==> config.mk <==
export PLATFORM = sky130hd
export DESIGN_NAME = man_jump
export DESIGN_NICKNAME = d
export VERILOG_FILES = /design/src/rtl/man_jump.sv
export SDC_FILE = /design/constraint.sdc
export NUM_CORES = 1
export LEC_CHECK = 0
export BUFFER_PORTS_ARGS = -buffer_cell sky130_fd_sc_hd__buf_2
export CORE_MARGIN = 1.5
export CORE_UTILIZATION = 45
export CTS_BUF_LIST = sky130_fd_sc_hd__clkbuf_4 sky130_fd_sc_hd__clkbuf_8
export DETAILED_ROUTE_END_ITERATION = 8
export SLEW_MARGIN = 15
export SYNTH_ARGS = -nofsm -noshare
export SYNTH_HDL_FRONTEND = slang
export SYNTH_SLANG_ARGS = --single-unit
==> constraint.sdc <==
create_clock -name clk_machine -period 18.6 [get_ports clk_machine]
set_input_delay 5.58 -clock clk_machine [delete_from_list [all_inputs] [get_ports clk_machine]]
set_output_delay 5.58 -clock clk_machine [all_outputs]
set_load 0.02 [all_outputs]
==> src/rtl/man_jump.sv <==
// Jump-trajectory generator: latches squeeze on PRESS->JUMP, steps a parabolic arc over N frame ticks.
// Registered outputs; each sampled tick appears one cycle later, and done pulses as busy falls.
module man_jump #(
    parameter int         SQ_W       = 8,
    parameter int         GAIN       = 2,
    parameter int         LOG2_STEPS = 5,
    parameter int         H_MAX      = 48,
    parameter int         DX_W       = 10,
    parameter int         DY_W       = 8,
    parameter logic [2:0] ST_PRESS   = 3'd3,
    parameter logic [2:0] ST_JUMP    = 3'd4
) (
    input  logic            clk_machine,
    input  logic            rst_machine,
    input  logic [2:0]      state,
    input  logic [SQ_W-1:0] i_squeeze_man,
    input  logic            i_frame_tick,
    output logic [DX_W-1:0] o_jump_dx,
    output logic [DY_W-1:0] o_jump_dy,
    output logic            o_jump_busy,
    output logic            o_jump_done
);
    localparam int TW = LOG2_STEPS + 1;
    localparam int N  = 1 << LOG2_STEPS;
    localparam int PW = DX_W + TW;
    localparam logic [63:0] DX_MAX = (64'd1 << DX_W) - 64'd1;
    localparam logic [63:0] DY_MAX = (64'd1 << DY_W) - 64'd1;

    localparam logic [1:0] S_IDLE = 2'd0;
    localparam logic [1:0] S_FLY  = 2'd1;
    localparam logic [1:0] S_LAND = 2'd2;

    logic [1:0]      fsm_q, fsm_d;
    logic [2:0]      prev_state_q, prev_state_d;
    logic [DX_W-1:0] d_q, d_d;
    logic [TW-1:0]   t_q, t_d;
    logic [DX_W-1:0] dx_q, dx_d;
    logic [DY_W-1:0] dy_q, dy_d;
    logic            busy_q, busy_d;
    logic            done_q, done_d;

    logic            launch;
    logic [TW-1:0]   t_nxt;
    logic [63:0]     d_raw;
    logic [DX_W-1:0] d_clamp;
    logic [PW-1:0]   dx_prod;
    logic [DX_W-1:0] dx_val;
    logic [63:0]     dy_prod;
    logic [63:0]     dy_sh;
    logic [DY_W-1:0] dy_val;

    // Products are kept full width so the shift sees every bit.
    always_comb begin
        launch  = (prev_state_q == ST_PRESS) && (state == ST_JUMP);
        t_nxt   = t_q + TW'(1);
        d_raw   = 64'(i_squeeze_man) * 64'(GAIN);
        d_clamp = (d_raw > DX_MAX) ? DX_W'(DX_MAX) : DX_W'(d_raw);
        dx_prod = PW'(d_q) * PW'(t_nxt);
        dx_val  = DX_W'(dx_prod >> LOG2_STEPS);
        dy_prod = 64'(4 * H_MAX) * 64'(t_nxt) * (64'(N) - 64'(t_nxt));
        dy_sh   = dy_prod >> (2 * LOG2_STEPS);
        dy_val  = (dy_sh > DY_MAX) ? DY_W'(DY_MAX) : DY_W'(dy_sh);
    end

    always_comb begin
        fsm_d        = fsm_q;
        prev_state_d = state;
        d_d          = d_q;
        t_d          = t_q;
        dx_d         = dx_q;
        dy_d         = dy_q;
        busy_d       = busy_q;
        done_d       = 1'b0;
        if (launch) begin
            fsm_d  = S_FLY;
            d_d    = d_clamp;
            t_d    = '0;
            dx_d   = '0;
            dy_d   = '0;
            busy_d = 1'b1;
        end else begin
            case (fsm_q)
                S_FLY: begin
                    if (state != ST_JUMP) begin
                        fsm_d  = S_IDLE;
                        dx_d   = '0;
                        dy_d   = '0;
                        busy_d = 1'b0;
                    end else if (i_frame_tick) begin
                        t_d = t_nxt;
                        if (t_nxt == TW'(N)) begin
                            fsm_d  = S_LAND;
                            dx_d   = d_q;
                            dy_d   = '0;
                            busy_d = 1'b0;
                            done_d = 1'b1;
                        end else begin
                            dx_d = dx_val;
                            dy_d = dy_val;
                        end
                    end
                end
                S_LAND: begin
                    if (state != ST_JUMP) begin
                        fsm_d = S_IDLE;
                        dx_d  = '0;
                        dy_d  = '0;
                    end
                end
                default: begin
                    fsm_d  = S_IDLE;
                    dx_d   = '0;
                    dy_d   = '0;
                    busy_d = 1'b0;
                end
            endcase
        end
    end

    always_ff @(posedge clk_machine or posedge rst_machine) begin
        if (rst_machine) begin
            fsm_q        <= S_IDLE;
            prev_state_q <= '0;
            d_q          <= '0;
            t_q          <= '0;
            dx_q         <= '0;
            dy_q         <= '0;
            busy_q       <= 1'b0;
            done_q       <= 1'b0;
        end else begin
            fsm_q        <= fsm_d;
            prev_state_q <= prev_state_d;
            d_q          <= d_d;
            t_q          <= t_d;
            dx_q         <= dx_d;
            dy_q         <= dy_d;
            busy_q       <= busy_d;
            done_q       <= done_d;
        end
    end

    assign o_jump_dx   = dx_q;
    assign o_jump_dy   = dy_q;
    assign o_jump_busy = busy_q;
    assign o_jump_done = done_q;
endmodule
**Yosys cells after proc, flatten, opt, wreduce, memory -nomap -nowiden**

Index checks and enable logic that the tools add are counted.

- Register bits after elaboration: 39
- Word-level logic and storage cells: 65
- Output and inout bits: 20
- Input bits: 14

- $add $sub $neg: 2
- Multiply operators: 3
- Equal/unequal tests: 11
- Reductions and logical operators: 7
- Multiplexer cells: 33
- Magnitude comparators: 1

Operators by type and width:

| cell | number |
|---|---|
| $mul 8x64->58 | 1 |
| $gt 54x8->1 const B | 1 |
| $mux 10 | 5 |
| $mux 8 | 6 |
| $mux 6 | 4 |
| $pmux 10 s2 | 1 |
| $pmux 8 s2 | 1 |
| $mul 8x6->14 | 1 |
| $mux 2 | 5 |
| $mux 1 | 9 |
| $reduce_and 3->1 | 3 |
| $mul 2x6->8 const A | 1 |
| $ne 4x4->1 const B | 2 |
| $sub 6x6->7 const A | 1 |
| $add 6x1->6 const B | 1 |
| $eq 6x6->1 const B | 1 |
| $ne 3x3->1 const B | 2 |
| $ne 2x2->1 const B | 2 |
| $pmux 2 s2 | 1 |
| $reduce_bool 2->1 | 2 |
| $eq 3x2->1 const B | 1 |
| $eq 3x3->1 const B | 1 |
| $eq 2x1->1 const B | 1 |
| $eq 2x2->1 const B | 1 |
| other kinds (3) | 3 |

**Depth between registers and ports, before layout**

Gate-level depths: netlist of run 1.

- Depth after elaboration: 10
- Gate-level depth with buffers: 35

**Least setup slack after synthesis of run 1**

Ideal clock, no wire load.

- Path kind: reg-to-reg
- Start: register t_q[0]
- End: register dy_q[0] (netlist: o_jump_dy[0])
- Buffers on the path: 1
- Required time: 18,442 ps
- Slack: 9,914 ps
- Arrival time: 8,528 ps
- Stages on the path, launching flop included: 32
- Clock period less this slack: 8,686 ps
- Cells stage by stage: dfrtp_1 clkbuf_1 inv_1 ha_1 ha_1 a21oi_1 nor2b_1 nor2_1 xnor2_1 nand2_1 fa_1 inv_1 fa_1 fa_1 inv_1 fa_1 inv_1 ha_1 o211a_1 o21ai_0 nand2_1 a31oi_1 nor2b_1 o21bai_1 fa_1 or4b_4 nor4_4 nand4b_1 mux2i_1 o221ai_2 a2111oi_1 a21oi_1

- Cells in the longest elaborated chain, start to end: 10
- Elaborated cells between the ends (all ways): 12
- Those cells by class: add/sub (2); mul (2); order compare (1); eq/ne (1); mux (6)

RTL lines:

| what | RTL line | source |
|---|---|---|
| from (decl) | 36 | `logic [TW-1:0] t_q, t_d;` |
| from (signal assigned) | 134 | `t_q <= t_d;` |
| $add 6x1->6 * | 55 | `t_nxt = t_q + TW'(1);` |
| $mul 2x6->8 or $sub 6x6->7 (tied branches) | 60 | `dy_prod = 64'(4 * H_MAX) * 64'(t_nxt) * (64'(N) - 64'(t_nxt));` |
| $mul 8x64->58 | 60 |  |
| $gt 54x8->1 | 62 | `dy_val = (dy_sh > DY_MAX) ? DY_W'(DY_MAX) : DY_W'(dy_sh);` |
| $mux 8 | 62 |  |
| $mux 8 * | 91 | `if (t_nxt == TW'(N)) begin` |
| $mux 8 * | 89 | `end else if (i_frame_tick) begin` |
| $mux 8 * | 84 | `if (state != ST_JUMP) begin` |
| $pmux 8 s2 * | 82 | `case (fsm_q)` |
| $mux 8 * | 74 | `if (launch) begin` |
| to (signal assigned) | 136 | `dy_q <= dy_d;` |
| to (decl) | 38 | `logic [DY_W-1:0] dy_q, dy_d;` |

Every way passes the cells marked *; elsewhere a longest branch is shown, timed or not. The select of a mux whose other input is x is not followed.
A chain may end at the register's enable or synchronous reset.

**Final worst setup path of run 1**

- Start: register t_q[0]
- End: register dy_q[7] (netlist: o_jump_dy[7])

The elaborated chain is that of the path after synthesis.

==> results of run 1 <==
-- flip-flops by register name, indices dropped and copies added, names as in the netlist --
signal and cells:
prev_state_q 3, d_q 8, fsm_q 2, t_q 6, o_jump_dx 10, o_jump_busy 1, o_jump_done 1, o_jump_dy 8
-- cells by family (layout without fill, tap and decap cells) --
group / after synthesis / after routing / share of synthesized area
mux: 10 / 10 / 0.01804
buf+inv: 140 / 175 / 0.08630
fa+ha+maj: 144 / 144 / 0.4047
compound gates: 115 / 115 / 0.1230
simple gates: 205 / 205 / 0.1665
xor+xnor: 29 / 29 / 0.04161
flops: 39 / 39 / 0.1599
-- cells in the final DEF (no fill, tap or decap), drive strengths merged, types with 2 or more instances in the layout --
master	instances
inv	130
dfrtp	39
buf	37
a2111oi	9
nor2b	12
fa	89
o21ai	28
ha	55
a211oi	3
o21bai	7
and2	17
nor2	46
a21o	3
clkinv	3
and3	3
or4b	2
nand2	71
nand4	3
nor4	3
a22oi	4
nand2b	11
nand3	12
a31oi	2
or2	8
mux2i	2
mux2	8
xnor2	17
o21a	2
xor2	12
o21ba	3
a22o	3
clkbuf	5
nor3	7
o211ai	3
nor3b	2
a21oi	41
nand4b	4
-- per-stage QoR --
step	util	hold WS [ns]	cell area, sq um	worst slack, ns	power, mW
6_report	0.4957	0.4954	6564	8.288	0.2081
3_3_place_gp	0.4893	0.4656	6480	8.722	0.1525
4_1_cts	0.4957	0.5038	6564	8.327	0.2111
2_1_floorplan	-	0.5052	6103	9.914	0.1366
3_5_place_dp	0.4893	0.4780	6480	8.348	0.1523
5_1_grt	0.4957	0.5326	6564	7.503	0.2242
-- path summary, 6_finish.rpt --
kind                              startpoint               to  cells past startpoint
worst max-delay path                  t_q[0]     o_jump_dy[7]                     30
worst min-delay path            o_jump_dx[5]     o_jump_dx[5]                      2
worst max register to register        t_q[0]     o_jump_dy[7]                     30
worst min register to register  o_jump_dx[5]     o_jump_dx[5]                      2
max in group asynchronous        rst_machine  prev_state_q[1]                      3
min in group asynchronous        rst_machine     o_jump_dy[0]                      3
-- final cells by class --
| cell class | count | area, sq um |
|---|---|---|
| Clock buffer | 5 | 68.82 |
| Clock inverter | 3 | 15.01 |
| Fill cell | 1289 | 6679 |
| Inverter | 130 | 488.0 |
| Multi-Input combinational cell | 503 | 4601 |
| Sequential cell | 39 | 975.9 |
| Tap cell | 176 | 220.2 |
| Timing Repair Buffer | 37 | 195.2 |
-- per-layer routing --
metal / global-route usage / vias up
li1: - / 2259
met1: 0.3210 / 2325
met2: 0.3269 / 106
met3: 0.02874 / 12
met4: 0.03125 / 0
met5: 0 / -
-- report_power, final --
group / leakage [nW] / switching (mW) / internal (mW) / total (mW)
clock: 0.0477 / 0.0314 / 0.0257 / 0.0571
combinational: 2.83 / 0.0296 / 0.0228 / 0.0524
sequential: 0.527 / 0.00996 / 0.0887 / 0.0986
-- worst max-delay path, delay by kind of cell, from the launching register on --
kind	cells	cell delay [ns]
xor+xnor	1	0.85
compound gates	7	1.30
fa+ha+maj	8	4.20
simple gates	9	2.16
mux	1	0.21
flops	1	0.75
buf+inv	4	0.68
-- cells in the mapped netlist, drive strengths merged, types with 3 or more instances --
| library cell | count | area share |
|---|---|---|
| nor2b | 12 | 0.012 |
| nand2b | 11 | 0.011 |
| inv | 130 | 0.080 |
| nand4b | 4 | 0.0057 |
| ha | 55 | 0.11 |
| o21ba | 3 | 0.0049 |
| o21ai | 28 | 0.023 |
| nor2 | 46 | 0.028 |
| clkbuf | 9 | 0.0055 |
| o211ai | 3 | 0.0037 |
| a22oi | 4 | 0.0049 |
| nand2 | 71 | 0.044 |
| nand3 | 12 | 0.0098 |
| dfrtp | 39 | 0.16 |
| a21oi | 41 | 0.034 |
| nor4 | 3 | 0.0055 |
| mux2 | 8 | 0.015 |
| a22o | 3 | 0.0043 |
| a211oi | 3 | 0.0037 |
| and3 | 3 | 0.0031 |
| o21bai | 7 | 0.0086 |
| fa | 89 | 0.29 |
| or2 | 8 | 0.0082 |
| xor2 | 12 | 0.017 |
| nor3 | 7 | 0.0066 |
| a2111oi | 9 | 0.017 |
| xnor2 | 17 | 0.024 |
| and2 | 17 | 0.017 |
| a21o | 3 | 0.0037 |
| nand4 | 3 | 0.0031 |
==> results by group, run 1 <==
Place
  • Placed cells: approximately 890
  • Dpl hpwl: 11.42 mm
  • Placer's final routability congestion estimate: approximately 0.93
  • Input/output buffers: 33

Synth
  • Top FF cell, synth: dfrtp_1
  • Avg Cell Area, Syn: between 8 and 9 sq um
  • Post-synth ARST share: 1.000
  • Synth cell types: 56
  • Seq/Total Area, Yosys: 0.1599
  • Cells after synthesis: 682
  • #FFs+latches synth: 39
  • Yosys Warn Count: 0
  • Syn Nets: between 800 and 900
  • Post-synth EDFFs: 0
  • Post-Syn Area: ~6100 sq um

STA
  • Pins Over Slew Limit: 0
  • Hold Vio Cnt, Final: 0
  • Least-Margin Pin Slew: between 1 and 1.5 ns
  • Number of setup violations in the final report: 0
  • Crit path time final: 10.31 ns
  • Final period util: 0.5544
  • Final Skew: 0.01174 ns
  • Max Clk Rate: between 90 and 100 MHz
  • Final setup TNS: 0 ns
  • Slew Limit Headroom: 0.2598
  • Unrepaired setup endpoints after global routing: false

Clock tree
  • CTS Buffer Depth: 2
  • CTS tree: yes
  • Worst-Skew Late Latency: 0.31 ns
  • CTS-repair resized insts: 0
  • Clk slew on worst S/H paths: around 0.080 ns
  • # hold bufs at CTS: 0
  • Setup Buffers After CTS: 0
  • CTS Root Cell: clkbuf_8
  • CTS sink cnt: 39
  • TritonCTS Buffers: 5
  • H-tree depth: 2

Route
  • DR WL/cell: 15.24 um
  • Detailed Route Iter0 Violations: around 250
  • Routed Antenna Nets: 0
  • Vias: between 4000 and 5000
  • Residual DRC: 0
  • DR vias/cell: around 5.3
  • Met2 routed WL: 6.249 mm
  • Routed met3 length: just under 600 um
  • DR pass1 iterations: 5
  • Wire length on met1: 6.660 mm
  • Top Metal Used: met4
  • Routed wire length: between 10 and 15 mm

Finish
  • Area Overhead vs Synth: 7.544%
  • Ant. Diodes: 0
  • Ratio of cells with drive above 1 in the final layout: 0.09205
  • Nets: 874
  • Post-route insts no fill: a little under 900

Die
  • Initial Utilization: 0.4609
  • Die span in y: 119.5 um
  • Core region area: ~13000 sq um
  • Die area: between 10000 and 15000 sq um
  • Floorplan row count: 42
  • # IOs: 34
  • Die Width: ~120 um

Critical path
  • CP Capture Type: flip-flop
  • R2R setup slack: roughly 8.3 ns
  • Most used cell, CP: fa_1
  • Startpoint Class: flip-flop
  • Largest stage delay, worst path: 0.91 ns
  • CP required: between 15 and 20 ns
  • Slowest stage cell, crit path: fa_1
  • Worst Path Arrival: between 10 and 15 ns
  • Critical-path maximum fanout: 20
  • CP Class: reg -> reg

Worst hold path
  • Hold crit path type: reg -> reg

GRT
  • First-pass GRT wire length: 24.17 mm
  • Initial antenna violation count: 0
  • Largest net degree at the start of global routing: 40
  • Congestion Overflow GR: 0
  • Number of global-route vias before repair: a little under 5000
  • All-layer global routing usage: 0.2107

Power
  • Worst IR Drop VDD: approximately 0.031 mV
  • Leakage power: ~3.4 nW
  • PwrDens: 31.71 nW/um^2

Flow run
  • Max Cap Viol: 0

Status
  • Outcome: complete, no violations
Note: power is estimated with default switching activity, not from simulation.
==> run 2, diff against run 1 <==
==> constraint.sdc (replaced) <==
create_clock -name clk_machine -period 9.2 [get_ports clk_machine]
set_input_delay 2.76 -clock clk_machine [delete_from_list [all_inputs] [get_ports clk_machine]]
set_output_delay 2.76 -clock clk_machine [all_outputs]
set_load 0.02 [all_outputs]
==> results by group, run 2 (synthesis results as in run 1) <==
Die
  • Die Width: 119.5 um (unchanged)
  • Die area: 14270 sq um (unchanged)
  • # IOs: 34 (unchanged)
  • Die span in y: 119.5 um (unchanged)
  • Floorplan row count: 42 (unchanged)
  • Initial Utilization: 0.4609 (unchanged)
  • Core region area: 13240 sq um (unchanged)

STA
  • Number of setup violations in the final report: 0 (unchanged)
  • Hold Vio Cnt, Final: 0 (unchanged)
  • Slew Limit Headroom: 0.1975 (-0.06227)
  • Least-Margin Pin Slew: 1.170 ns (+0.07720 ns)
  • Pins Over Slew Limit: 0 (unchanged)
  • Final period util: 0.9552 (+0.4008)
  • Crit path time final: 8.788 ns (-1.524 ns)
  • Max Clk Rate: 113.8 MHz (+17%)
  • Unrepaired setup endpoints after global routing: true
  • Final Skew: 0.01130 ns (-0.0004440 ns)

Route
  • Residual DRC: 0 (unchanged)
  • Detailed Route Iter0 Violations: 132 (-48%)
  • Routed Antenna Nets: 0 (unchanged)
  • DR pass1 iterations: 4 (-1)
  • DR vias/cell: 5.265 (about the same)
  • Routed wire length: 13.75 mm (+1.0%)
  • Vias: 4781 (+1.7%)
  • DR WL/cell: 15.15 um (-0.63%)

GRT
  • Congestion Overflow GR: 0 (unchanged)
  • Largest net degree at the start of global routing: 40 (unchanged)
  • First-pass GRT wire length: 23.94 mm (-0.97%)
  • All-layer global routing usage: 0.2064 (-0.004306)
  • Number of global-route vias before repair: 5036 (+3.0%)
  • Initial antenna violation count: 0 (unchanged)

Clock tree
  • TritonCTS Buffers: 5 (unchanged)
  • CTS tree: yes
  • CTS sink cnt: 39 (unchanged)
  • H-tree depth: 2 (unchanged)
  • CTS Buffer Depth: 2 (unchanged)
  • CTS Root Cell: clkbuf_8
  • Worst-Skew Late Latency: 0.30 ns (about the same)
  • Clk slew on worst S/H paths: 0.08 ns (about the same)

Place
  • Post-DP Area: 6563 sq um (+1.3%)
  • Dpl hpwl: 11.07 mm (-3.1%)
  • Input/output buffers: 33 (unchanged)
  • Placer's final routability congestion estimate: 0.8296 (-11%)

Critical path
  • CP Capture Type: flip-flop
  • R2R setup slack: 0.41 ns (-7.88 ns)
  • Largest stage delay, worst path: 0.55 ns (-0.36 ns)
  • Startpoint Class: flip-flop
  • Critical-path maximum fanout: 13 (-35%)
  • CP required: 9.33 ns (-9.42 ns)
  • Most used cell, CP: fa_1
  • Slowest stage cell, crit path: fa_1
  • CP Class: reg -> reg
  • Worst Path Arrival: 8.92 ns (-1.54 ns)

Finish
  • Max reg flops: 10 (unchanged)
  • Design area: 6878 sq um (+4.8%)
  • Ant. Diodes: 0 (unchanged)
  • Final Core Density: 0.5194 (+0.02371)
  • Area Overhead vs Synth: 12.69%
  • Ratio of cells with drive above 1 in the final layout: 0.1489 (+0.05686)
  • Commonest non-fill, non-tap cell in the layout: inv_1
  • Nets: 889 (+1.7%)
  • Most frequent cells in the layout: inv_1 (129), fa_1 (88), nand2_1 (71)

Status
  • Outcome: complete, no violations

Power
  • Leakage power: 3.535 nW (+3.8%)
  • PwrDens: 67.59 nW/um^2 (+110%)
  • Worst IR Drop VDD: 0.06014 mV (+93%)

Worst hold path
  • Hold crit path type: reg -> reg

Flow run
  • Max Cap Viol: 0 (unchanged)
==> run 2: cell count changes in the layout (fill, tap and decap cells not counted), sizes merged <==
cell    before  now
clkinv       3    1
clkbuf       5    6
buf         37   52
bufinv       0    1
==> run 2: repair_timing <==
| item | CTS | global route |
|---|---|---|
| setup endpoints to repair | 0 | 8 |
| hold buffers | 0 | 0 |
| gates resized for setup | 0 | 33 |
| setup buffers | 0 | 4 |
==> run 2: report_power, final <==
part	leakage [nW]	internal, mW	total [mW]	switching, mW
logic	2.95	0.0500	0.113	0.0633
clock network	0.0612	0.0878	0.153	0.0647
registers	0.526	0.179	0.199	0.0197
==> run 2: layout make-up <==
cell class / instances / area, sq um
sequential: 39 / 977.2
timing repair buffer: 52 / 311.5
multi-input combinational: 503 / 4763
fill: 1291 / 6365
clock buffer: 6 / 82.58
inverter: 130 / 488.0
clock inverter: 2 / 35.03
tap: 176 / 220.2
==> run 2: final timing paths <==
path | startpoint | end | cells after the start
max | t_q[0] | o_jump_dy[5] | 33
max reg2reg | t_q[0] | o_jump_dy[5] | 33
min reg2reg | o_jump_dx[3] | o_jump_dx[3] | 2
min | o_jump_dx[3] | o_jump_dx[3] | 2
min in group asynchronous | rst_machine | o_jump_dy[2] | 3
max in group asynchronous | rst_machine | t_q[2] | 3
==> run 2: through the flow <==
stage               setup TNS, ns  power, mW  std cells  hold slack (ns)  setup WS [ns]
floorplan                       0     0.2762        682           0.5052         0.5141
global placement                0     0.3089        896           0.4660         0.3350
detailed placement              0     0.3110        896           0.4843         0.1264
CTS                             0     0.4667        904           0.5053        0.06999
global route              -0.3593     0.4979        908           0.5266       -0.06387
finish                          0     0.4649        908           0.4998         0.4117
==> run 2: per-layer routing <==
metal,track usage,wire length (um),vias up
met5,0,0,-
met4,0.02902,204,0
met3,0.03305,556,19
met2,0.3326,6501,75
met1,0.3012,6492,2395
li1,-,-,2292
==> run 2: worst max-delay path: cells and delay by family, from the launching register on <==
kind                       cells  cell delay [ns]
adders and majority gates      8             3.39
and+or+nand+nor                9             2.19
AOI/OAI and AO/OA              9             1.76
DFF                            1             0.39
buffers and inverters          5             0.39
xor gates and xnor gates       1             0.26
muxes                          1             0.22
